--- src/rtl/mux7_rr_arbiter.sv ---
// -----------------------------------------------------------------------------
// mux7_rr_arbiter
//
// Round-robin arbiter that owns the select of a shared 7:1 one-bit mux.
// One of seven requesters is granted at a time. The mux select follows the
// grant. When no grant is active, the select parks on the unused code 7,
// which gives a 0 output.
//
// A single grant lasts at most MAX_HOLD consecutive cycles. After that it is
// offered to the other requesters in rotating order, so no requester starves.
//
// Parameters
//   MAX_HOLD : maximum consecutive cycles of one grant (1..256)
//
// Ports
//   clk   : rising-edge clock
//   rst_n : asynchronous active-low reset
//   Req   : request vector, Req[i] asks for mux input i
//   Gnt   : one-hot grant (registered), zero when idle
//   Sel   : mux select (registered), index of the granted input or 3'b111
//   Busy  : registered, high while any grant is active
// -----------------------------------------------------------------------------
module mux7_rr_arbiter #(
    parameter int MAX_HOLD = 8
) (
    input  logic       clk,
    input  logic       rst_n,
    input  logic [6:0] Req,
    output logic [6:0] Gnt,
    output logic [2:0] Sel,
    output logic       Busy
);

    localparam int HW = (MAX_HOLD > 1) ? $clog2(MAX_HOLD) : 1;
    localparam logic [HW-1:0] HOLD_LAST = HW'(MAX_HOLD - 1);
    localparam logic [2:0]    SEL_IDLE  = 3'b111;

    typedef enum logic {
        S_IDLE  = 1'b0,
        S_GRANT = 1'b1
    } state_t;

    state_t        r_state;
    logic [HW-1:0] r_hold_cnt;
    logic [2:0]    r_ptr;

    // Current owner status. Gnt is zero in IDLE, so the reduction below is
    // safe in both states and avoids indexing Req with the parked select.
    logic       w_owner_req;
    logic       w_hold_done;
    logic       w_release;
    logic [2:0] w_next_ptr;

    assign w_owner_req = |(Req & Gnt);
    assign w_hold_done = (r_hold_cnt == HOLD_LAST);
    assign w_release   = (r_state == S_GRANT) && (!w_owner_req || w_hold_done);
    assign w_next_ptr  = (Sel == 3'd6) ? 3'd0 : Sel + 3'd1;

    // Search inputs. In IDLE the search starts at the stored pointer over all
    // requests. On release it starts just past the owner, and the owner is
    // masked out so another requester gets the grant first.
    logic [6:0] w_search_req;
    logic [2:0] w_search_base;

    assign w_search_req  = (r_state == S_GRANT) ? (Req & ~Gnt) : Req;
    assign w_search_base = (r_state == S_GRANT) ? w_next_ptr : r_ptr;

    // Rotate the request vector so that slot 0 corresponds to the base
    // index. Each slot also carries the original index it came from.
    logic [2:0] w_rot_idx [7];
    logic [6:0] w_rot_req;

    genvar gi;
    generate
        for (gi = 0; gi < 7; gi++) begin : g_rot
            logic [3:0] w_sum;
            assign w_sum          = {1'b0, w_search_base} + 4'(gi);
            assign w_rot_idx[gi]  = (w_sum >= 4'd7) ? 3'(w_sum - 4'd7) : w_sum[2:0];
            assign w_rot_req[gi]  = w_search_req[w_rot_idx[gi]];
        end
    endgenerate

    // Pick the first asserted slot in rotated order. The loop scans downward
    // so that the lowest slot, which is closest to the base, is assigned last
    // and therefore wins.
    logic       w_found;
    logic [2:0] w_win;
    logic [6:0] w_win_onehot;

    always_comb begin
        w_found = 1'b0;
        w_win   = SEL_IDLE;
        for (int i = 6; i >= 0; i--) begin
            if (w_rot_req[i]) begin
                w_found = 1'b1;
                w_win   = w_rot_idx[i];
            end
        end
    end

    assign w_win_onehot = 7'(1) << w_win;

    // Arbitration FSM with registered outputs.
    always_ff @(posedge clk or negedge rst_n) begin
        if (!rst_n) begin
            r_state    <= S_IDLE;
            r_hold_cnt <= '0;
            r_ptr      <= 3'd0;
            Gnt        <= 7'd0;
            Sel        <= SEL_IDLE;
            Busy       <= 1'b0;
        end else begin
            if (r_state == S_IDLE) begin
                if (w_found) begin
                    r_state    <= S_GRANT;
                    r_hold_cnt <= '0;
                    Gnt        <= w_win_onehot;
                    Sel        <= w_win;
                    Busy       <= 1'b1;
                end
            end else begin
                if (!w_release) begin
                    r_hold_cnt <= r_hold_cnt + 1'b1;
                end else begin
                    r_ptr <= w_next_ptr;
                    if (w_found) begin
                        // Handoff on the same edge: the grants never overlap
                        // and there is no idle cycle between them.
                        r_hold_cnt <= '0;
                        Gnt        <= w_win_onehot;
                        Sel        <= w_win;
                    end else if (w_owner_req) begin
                        // Timeout with no competitor: the owner keeps the
                        // grant and its hold window restarts.
                        r_hold_cnt <= '0;
                    end else begin
                        r_state    <= S_IDLE;
                        r_hold_cnt <= '0;
                        Gnt        <= 7'd0;
                        Sel        <= SEL_IDLE;
                        Busy       <= 1'b0;
                    end
                end
            end
        end
    end

endmodule
--- config.mk ---
export PLATFORM = sky130hd
export DESIGN_NAME = mux7_rr_arbiter
export DESIGN_NICKNAME = d
export VERILOG_FILES = /design/src/rtl/mux7_rr_arbiter.sv
export SDC_FILE = /design/constraint.sdc
export NUM_CORES = 1
export LEC_CHECK = 0
export CAP_MARGIN = 25
export CORE_MARGIN = 3
export CORE_UTILIZATION = 40
export DETAILED_ROUTE_END_ITERATION = 10
export PLACE_DENSITY = 0.65
export SLEW_MARGIN = 20
export SYNTH_ARGS = -nofsm -noshare
export SYNTH_HDL_FRONTEND = slang
export SYNTH_SLANG_ARGS = --single-unit
export TNS_END_PERCENT = 30
--- constraint.sdc ---
create_clock -name clk -period 10.4 [get_ports clk]
set_input_delay 1.56 -clock clk [delete_from_list [all_inputs] [get_ports clk]]
set_output_delay 1.56 -clock clk [all_outputs]
set_load 0.01 [all_outputs]
==> flow_metrics.py, run 1 <==
metrics = {
    "synthesis": {
        "synth-seq-cells": 18,
        "yosysWarnings": 0,
        "synth_top_area_share_pct": 13.5,
        "synthFlopType": "dfrtp_1",
        "synth_cell_type_count": 80,
        "ys_seq_area_share_pct": 16.3,
        "syn_area_per_cell_um2": 7.95,
        "synth-edff-count": 0,
        "synth_top_cells_by_area": "dfrtp_1 13%, mux2i_1 7.9%, ha_1 5.4%",
        "async_flop_share_pct": 100,
        "syn-cell-area_um2": 2780,
        "synthesis.nets": 372,
        "syn_inst": 350,
        "yosysTopAreaCell": "dfrtp_1",
    },
    "floorplan": {
        "start_util_pct": 42.6,
        "dieArea_um2": 8000,
        "die_w_um": 89.4,
        "core_area_um2": 6530,
        "std_cell_rows": 29,
        "die_h_um": 89.4,
        "io_pins": 20,
    },
    "cts": {
        "h-tree-depth": 1,
        "cts_buffers": 3,
        "cts_tree": "built",
        "hold_buffers": 0,
        "clkLatencyLatePin_ns": 0.25,
        "cts.sinks": 18,
        "root_buffer": "clkbuf_8",
        "clock_path_buffers": 2,
        "cts_resized": 0,
        "clkTransAtPathRegs_ns": 0.06,
        "postCtsSetupRepairBufs": 0,
    },
    "detailed_routing": {
        "wl_per_cell_um": 19.2,
        "via_per_inst": 6.62,
        "drt-initial-drc-count": 278,
        "routed_wl_um": 8250,
        "drc_errors": 0,
        "drtAntennaViolNets": 0,
        "dr_total_vias": 2841,
        "drtPass1Iterations": 5,
    },
    "timing": {
        "hold_violations": 0,
        "period_needed_ns": 5.35,
        "setup_viol": 0,
        "max_freq_ghz": 0.187,
        "clock_skew_ns": 0.00207,
        "min_period_over_period_pct": 51.4,
        "rsz0062_at_grt": "false",
        "tns_ns": 0,
        "worst_pin_slew_ns": 0.936,
        "maxSlewHeadroom_pct": 37.6,
        "final-max-slew-violation-count": 0,
    },
    "grt": {
        "grt_use_total_pct": 21.2,
        "grt-ovfl-total": 0,
        "grt_max_degree": 32,
        "antenna_found_initial": 0,
        "grt_pass1_wl_um": 13200,
        "grt_pass1_vias": 2561,
    },
    "place": {
        "gp_congestion": 0.934,
        "dp_hpwl_um": 6340,
        "io_buffers": 19,
    },
    "cells_and_area": {
        "drive_gt1_share_pct": 11.4,
        "regArea_um2": 454,
        "nFillCells": 637,
        "layout.nets": 375,
        "multi_input_area_um2": 2120,
        "area_delta_synth_final_pct": 7.24,
        "antenna_cells": 0,
    },
    "run_status": {
        "status": "completed",
    },
    "worst_hold_path": {
        "worstHoldPathCells": 1,
        "min_to": "r_ptr[1]$_DFFE_PN0P_",
        "hp-class": "flip-flop to flip-flop",
        "worstHoldStart": "r_ptr[1]$_DFFE_PN0P_",
    },
    "critical_path": {
        "r2r-end": "Gnt[3]$_DFFE_PN0P_",
        "cp-end-kind": "flip-flop",
        "worst-r2r-cell-count": 16,
        "crit_fanout": 31,
        "path_cells": "nor2b_2 -> a21oi_2 -> buf_4 -> inv_2 -> ha_1 -> inv_1 -> ha_1 -> o22ai_1 -> or4_1 -> nand3_1 -> a21oi_1 -> o21ai_1 -> nand3_1 -> or4_1 -> nor3b_4 -> a32o_1",
        "slowest_delay_ns": 0.96,
        "worstPathArrival_ns": 5.49,
        "path_buf_inv": 3,
        "r2r_start": "r_state$_DFF_PN0_",
        "crit_required_ns": 10.54,
        "reg2reg_slack_ns": 5.05,
        "startpoint_type": "flip-flop",
        "crit_slowest_cell": "dfrtp_1",
        "cp_top_family": "simple AND/OR/NAND/NOR gates",
        "worstSetupPathType": "flip-flop to flip-flop",
    },
    "job": {
        "drv_cap": 0,
    },
}
## layer usage
metal | part of all wire (%) | up-vias | track usage [%]
met3 | 7.8 | 28 | 3.41
met2 | 43 | 142 | 32.6
met4 | 3.0 | 0 | 5.01
met5 | 0 | - | 0
li1 | - | 1343 | -
met1 | 46 | 1328 | 30.9
## final cells by class
| class | instances | area share [%] |
|---|---|---|
| inverters | 17 | 2.14 |
| flip-flops and latches | 18 | 15.2 |
| well taps | 77 | 3.23 |
| clock buffers | 4 | 1.84 |
| multi-input cells | 293 | 71.0 |
| repair buffers | 20 | 6.62 |
## placed cells by master (no fill, tap or decap), types with 6 or more instances in the layout
cell              n
o21ai_1           6
o32ai_1           7
o21ai_0          18
mux2i_1          22
dfrtp_1          15
inv_1            14
nand2_1          33
a31oi_1           6
a211oi_1          7
and2_1            7
nand3_1           8
nor3_1            9
nor2_1           25
clkdlybuf4s50_1  19
ha_1             12
a21oi_1          21
o21a_1            8
## per-stage QoR
stage / setup slack (ns) / hold WS [ns] / std cells / area, um^2 / utilization, %
floorplan: 6.23 / 0.450 / 350 / 2780 / -
global placement: 5.29 / 0.480 / 425 / 2930 / 44.9
detailed placement: 5.17 / 0.484 / 425 / 2930 / 44.9
CTS: 5.15 / 0.498 / 429 / 2990 / 45.7
global route: 4.62 / 0.516 / 429 / 2990 / 45.7
finish: 5.05 / 0.493 / 429 / 2990 / 45.7
## worst max path at each step
stage | startpoint | end | slack, ns | cells past startpoint
floorplan | Sel[1]$_DFFE_PN1P_ | Gnt[0]$_DFFE_PN0P_ | 6.23 | 16
global placement | r_state$_DFF_PN0_ | Gnt[3]$_DFFE_PN0P_ | 5.29 | 16
detailed placement | r_state$_DFF_PN0_ | Gnt[3]$_DFFE_PN0P_ | 5.17 | 16
CTS | r_state$_DFF_PN0_ | Gnt[3]$_DFFE_PN0P_ | 5.15 | 16
global route | r_state$_DFF_PN0_ | Gnt[3]$_DFFE_PN0P_ | 4.62 | 16
finish | r_state$_DFF_PN0_ | Gnt[3]$_DFFE_PN0P_ | 5.05 | 16
## sequential cells by signal, indices dropped and copies added, names as in the netlist
register    count
Busy            1
Gnt             7
Sel             3
r_hold_cnt      3
r_ptr           3
r_state         1
## worst register-to-register path: cells and delay by family, from the launching register on
family                     cells  cell delay (ns)
AOI/OAI and AO/OA              5             1.02
adders and majority gates      2             0.64
buffers and inverters          3             0.72
DFF                            1             0.96
and+or+nand+nor                6             1.90
## logic make-up after synthesis
family | after synthesis | share of synthesized area (%)
AOI/OAI and AO/OA | 136 | 37.7
xor gates and xnor gates | 4 | 1.26
adders and majority gates | 13 | 6.11
buffers and inverters | 39 | 7.60
DFF | 18 | 16.3
muxes | 27 | 9.93
and+or+nand+nor | 113 | 21.1
## cell usage after synthesis (3+ instances only)
cell type / instances
o32ai_1: 7
a21oi_1: 21
o21ai_1: 6
mux2i_1: 22
a22oi_1: 4
a211oi_1: 7
a32o_1: 4
nand2b_1: 5
or4_1: 3
nand2_1: 33
inv_2: 3
nor3_1: 9
a21oi_2: 4
and3_1: 3
o21ai_0: 18
a21o_1: 5
nand3_1: 8
and2_1: 7
dfstp_2: 3
dfrtp_1: 15
mux2_2: 5
o211ai_1: 4
buf_6: 3
nor2_1: 25
buf_2: 4
o221ai_1: 3
ha_1: 12
o21a_1: 8
inv_1: 14
a31oi_1: 6
a22o_1: 3
buf_4: 4
xnor2_1: 4
clkbuf_1: 8
Power of run 1 is not shown: default switching activity piles up to over one toggle a cycle in this logic, so the estimate is an artifact.
==> run 2, diff against run 1 <==
Settings changed: PLACE_DENSITY 0.65 to 0.67.
Clock period 10.4 ns to 4.4 ns, I/O delays scaled along.
==> run 2 against run 1 <==
  * Design area rose by 8.0%
  * Critical endpoint is now Gnt[1]$_DFFE_PN0P_
  * Clock skew up 0.0061 ns
  * Core utilization grew 3.6 points
  * Global-route usage grew 1.0 points
==> flow_metrics.py, run 2 (synthesized netlist as in run 1, its figures left out) <==
metrics = {
    "timing": {
        "tns_ns": 0,
        "min_period_over_period_pct": 96.3,
        "rsz0062_at_grt": "true",
        "clock_skew_ns": 0.00818,
        "hold_violations": 0,
        "maxSlewHeadroom_pct": 48.3,
        "setup_ws_ns": 0.164,
        "worst_pin_slew_ns": 0.773,
        "max_freq_ghz": 0.236,
        "setup_viol": 0,
        "period_needed_ns": 4.24,
        "holdWs_ns": 0.481,
        "final-max-slew-violation-count": 0,
    },
    "detailed_routing": {
        "via_per_inst": 6.66,
        "wl_per_cell_um": 19.4,
        "routed_wl_um": 8750,
        "dr_total_vias": 3004,
        "drc_errors": 0,
        "drtPass1Iterations": 5,
        "drt-initial-drc-count": 383,
        "drtAntennaViolNets": 0,
    },
    "cells_and_area": {
        "antenna_cells": 0,
        "mostFrequentLayoutCell": "nand2_1",
        "final_cell_mix": "33 x nand2_1, 25 x nor2_1, 22 x buf_4",
        "largest_register": "Gnt",
        "drive_gt1_share_pct": 19.8,
        "nFillCells": 627,
        "largest_reg_flops": 7,
        "finalNonFillerCells": 451,
        "area_delta_synth_final_pct": 15.8,
        "layout.nets": 397,
    },
    "grt": {
        "grt_use_total_pct": 22.2,
        "grt_pass1_vias": 2666,
        "grt_pass1_wl_um": 13900,
        "grt_max_degree": 30,
        "grt-ovfl-total": 0,
        "antenna_found_initial": 0,
    },
    "floorplan": {
        "die_h_um": 89.4,
        "io_pins": 20,
        "core_area_um2": 6530,
        "dieArea_um2": 8000,
        "start_util_pct": 42.6,
        "die_w_um": 89.4,
        "std_cell_rows": 29,
    },
    "run_status": {
        "status": "completed",
    },
    "cts": {
        "clkTransAtPathRegs_ns": 0.07,
        "clkLatencyLatePin_ns": 0.26,
        "cts_buffers": 3,
        "h-tree-depth": 1,
        "clock_path_buffers": 2,
        "root_buffer": "clkbuf_8",
        "cts.sinks": 18,
        "cts_tree": "built",
    },
    "job": {
        "drv_cap": 0,
    },
    "critical_path": {
        "crit_required_ns": 4.59,
        "startpoint_type": "flip-flop",
        "worstPathArrival_ns": 4.42,
        "slowest_delay_ns": 0.59,
        "crit_fanout": 7,
        "cp-end-kind": "flip-flop",
        "path_buf_inv": 2,
        "critical_path.most_common_cell": "nand3_1",
        "worstSetupPathType": "flip-flop to flip-flop",
        "crit_slowest_cell": "or4_4",
        "cp_top_family": "simple AND/OR/NAND/NOR gates",
        "path_cells": "or3b_4 -> a31oi_4 -> ha_1 -> inv_1 -> ha_2 -> o22ai_1 -> or4_1 -> nand3_1 -> a21oi_1 -> o21ai_2 -> nand3_1 -> or4_4 -> buf_4 -> a22oi_4 -> a32o_1",
    },
    "place": {
        "dp.cells": 444,
        "dp_slack_ns": -0.0289,
        "dp_hpwl_um": 6720,
        "gp_congestion": 0.950,
        "io_buffers": 19,
    },
    "worst_hold_path": {
        "hp-class": "flip-flop to flip-flop",
    },
}
run 2: worst reg2reg max path: stages, from the launching register on:
cell     delay, ns
dfstp_2       0.57
or3b_4        0.41
a31oi_4       0.21
ha_1          0.21
inv_1         0.05
ha_2          0.38
o22ai_1       0.15
or4_1         0.50
nand3_1       0.14
a21oi_1       0.09
o21ai_2       0.23
nand3_1       0.10
or4_4         0.59
buf_4         0.19
a22oi_4       0.19
a32o_1        0.16
run 2: path summary, 6_finish.rpt:
path / from / to / depth (start not counted) / slack (ns)
max: Sel[1]$_DFFE_PN1P_ / Gnt[1]$_DFFE_PN0P_ / 15 / 0.16
min: r_ptr[1]$_DFFE_PN0P_ / r_ptr[1]$_DFFE_PN0P_ / 1 / 0.48
max reg2reg: Sel[1]$_DFFE_PN1P_ / Gnt[1]$_DFFE_PN0P_ / 15 / 0.16
min reg2reg: r_ptr[1]$_DFFE_PN0P_ / r_ptr[1]$_DFFE_PN0P_ / 1 / 0.48
max in group asynchronous: rst_n / Gnt[2]$_DFFE_PN0P_ / 1 / 3.06
min in group asynchronous: rst_n / r_hold_cnt[2]$_DFFE_PN0P_ / 1 / 0.85
run 2: routing by layer:
layer,vias to the layer above,wire length [um],share of wire [%],GRT usage [%]
met5,-,0,0,0
met4,0,157,1.8,4.33
met3,19,660,7.5,3.87
met2,183,3990,46,35.8
met1,1409,3950,45,31.2
li1,1393,-,-,-
run 2: layout make-up:
class / instances / area [um^2] / share of cell area [%]
clock buffers: 4 / 55.1 / 1.71
inverters: 17 / 63.8 / 1.98
multi-input cells: 293 / 2180 / 67.7
flip-flops and latches: 18 / 454 / 14.1
well taps: 77 / 96.3 / 2.99
repair buffers: 42 / 370 / 11.5
run 2: metrics by stage:
stage / utilization (%) / area, um^2
2_1_floorplan: - / 2780
3_3_place_gp: 47.0 / 3070
3_5_place_dp: 47.0 / 3070
4_1_cts: 48.0 / 3130
5_1_grt: 49.3 / 3220
6_report: 49.3 / 3220
run 2: timing repair:
action,in CTS,in global routing
pin swaps,0,2
setup buffers,0,3
endpoints found under the setup margin,5,15
hold endpoints to repair,0,0
hold buffers,0,0
resized for setup,2,16
Power of run 2 is left out for the same reason.
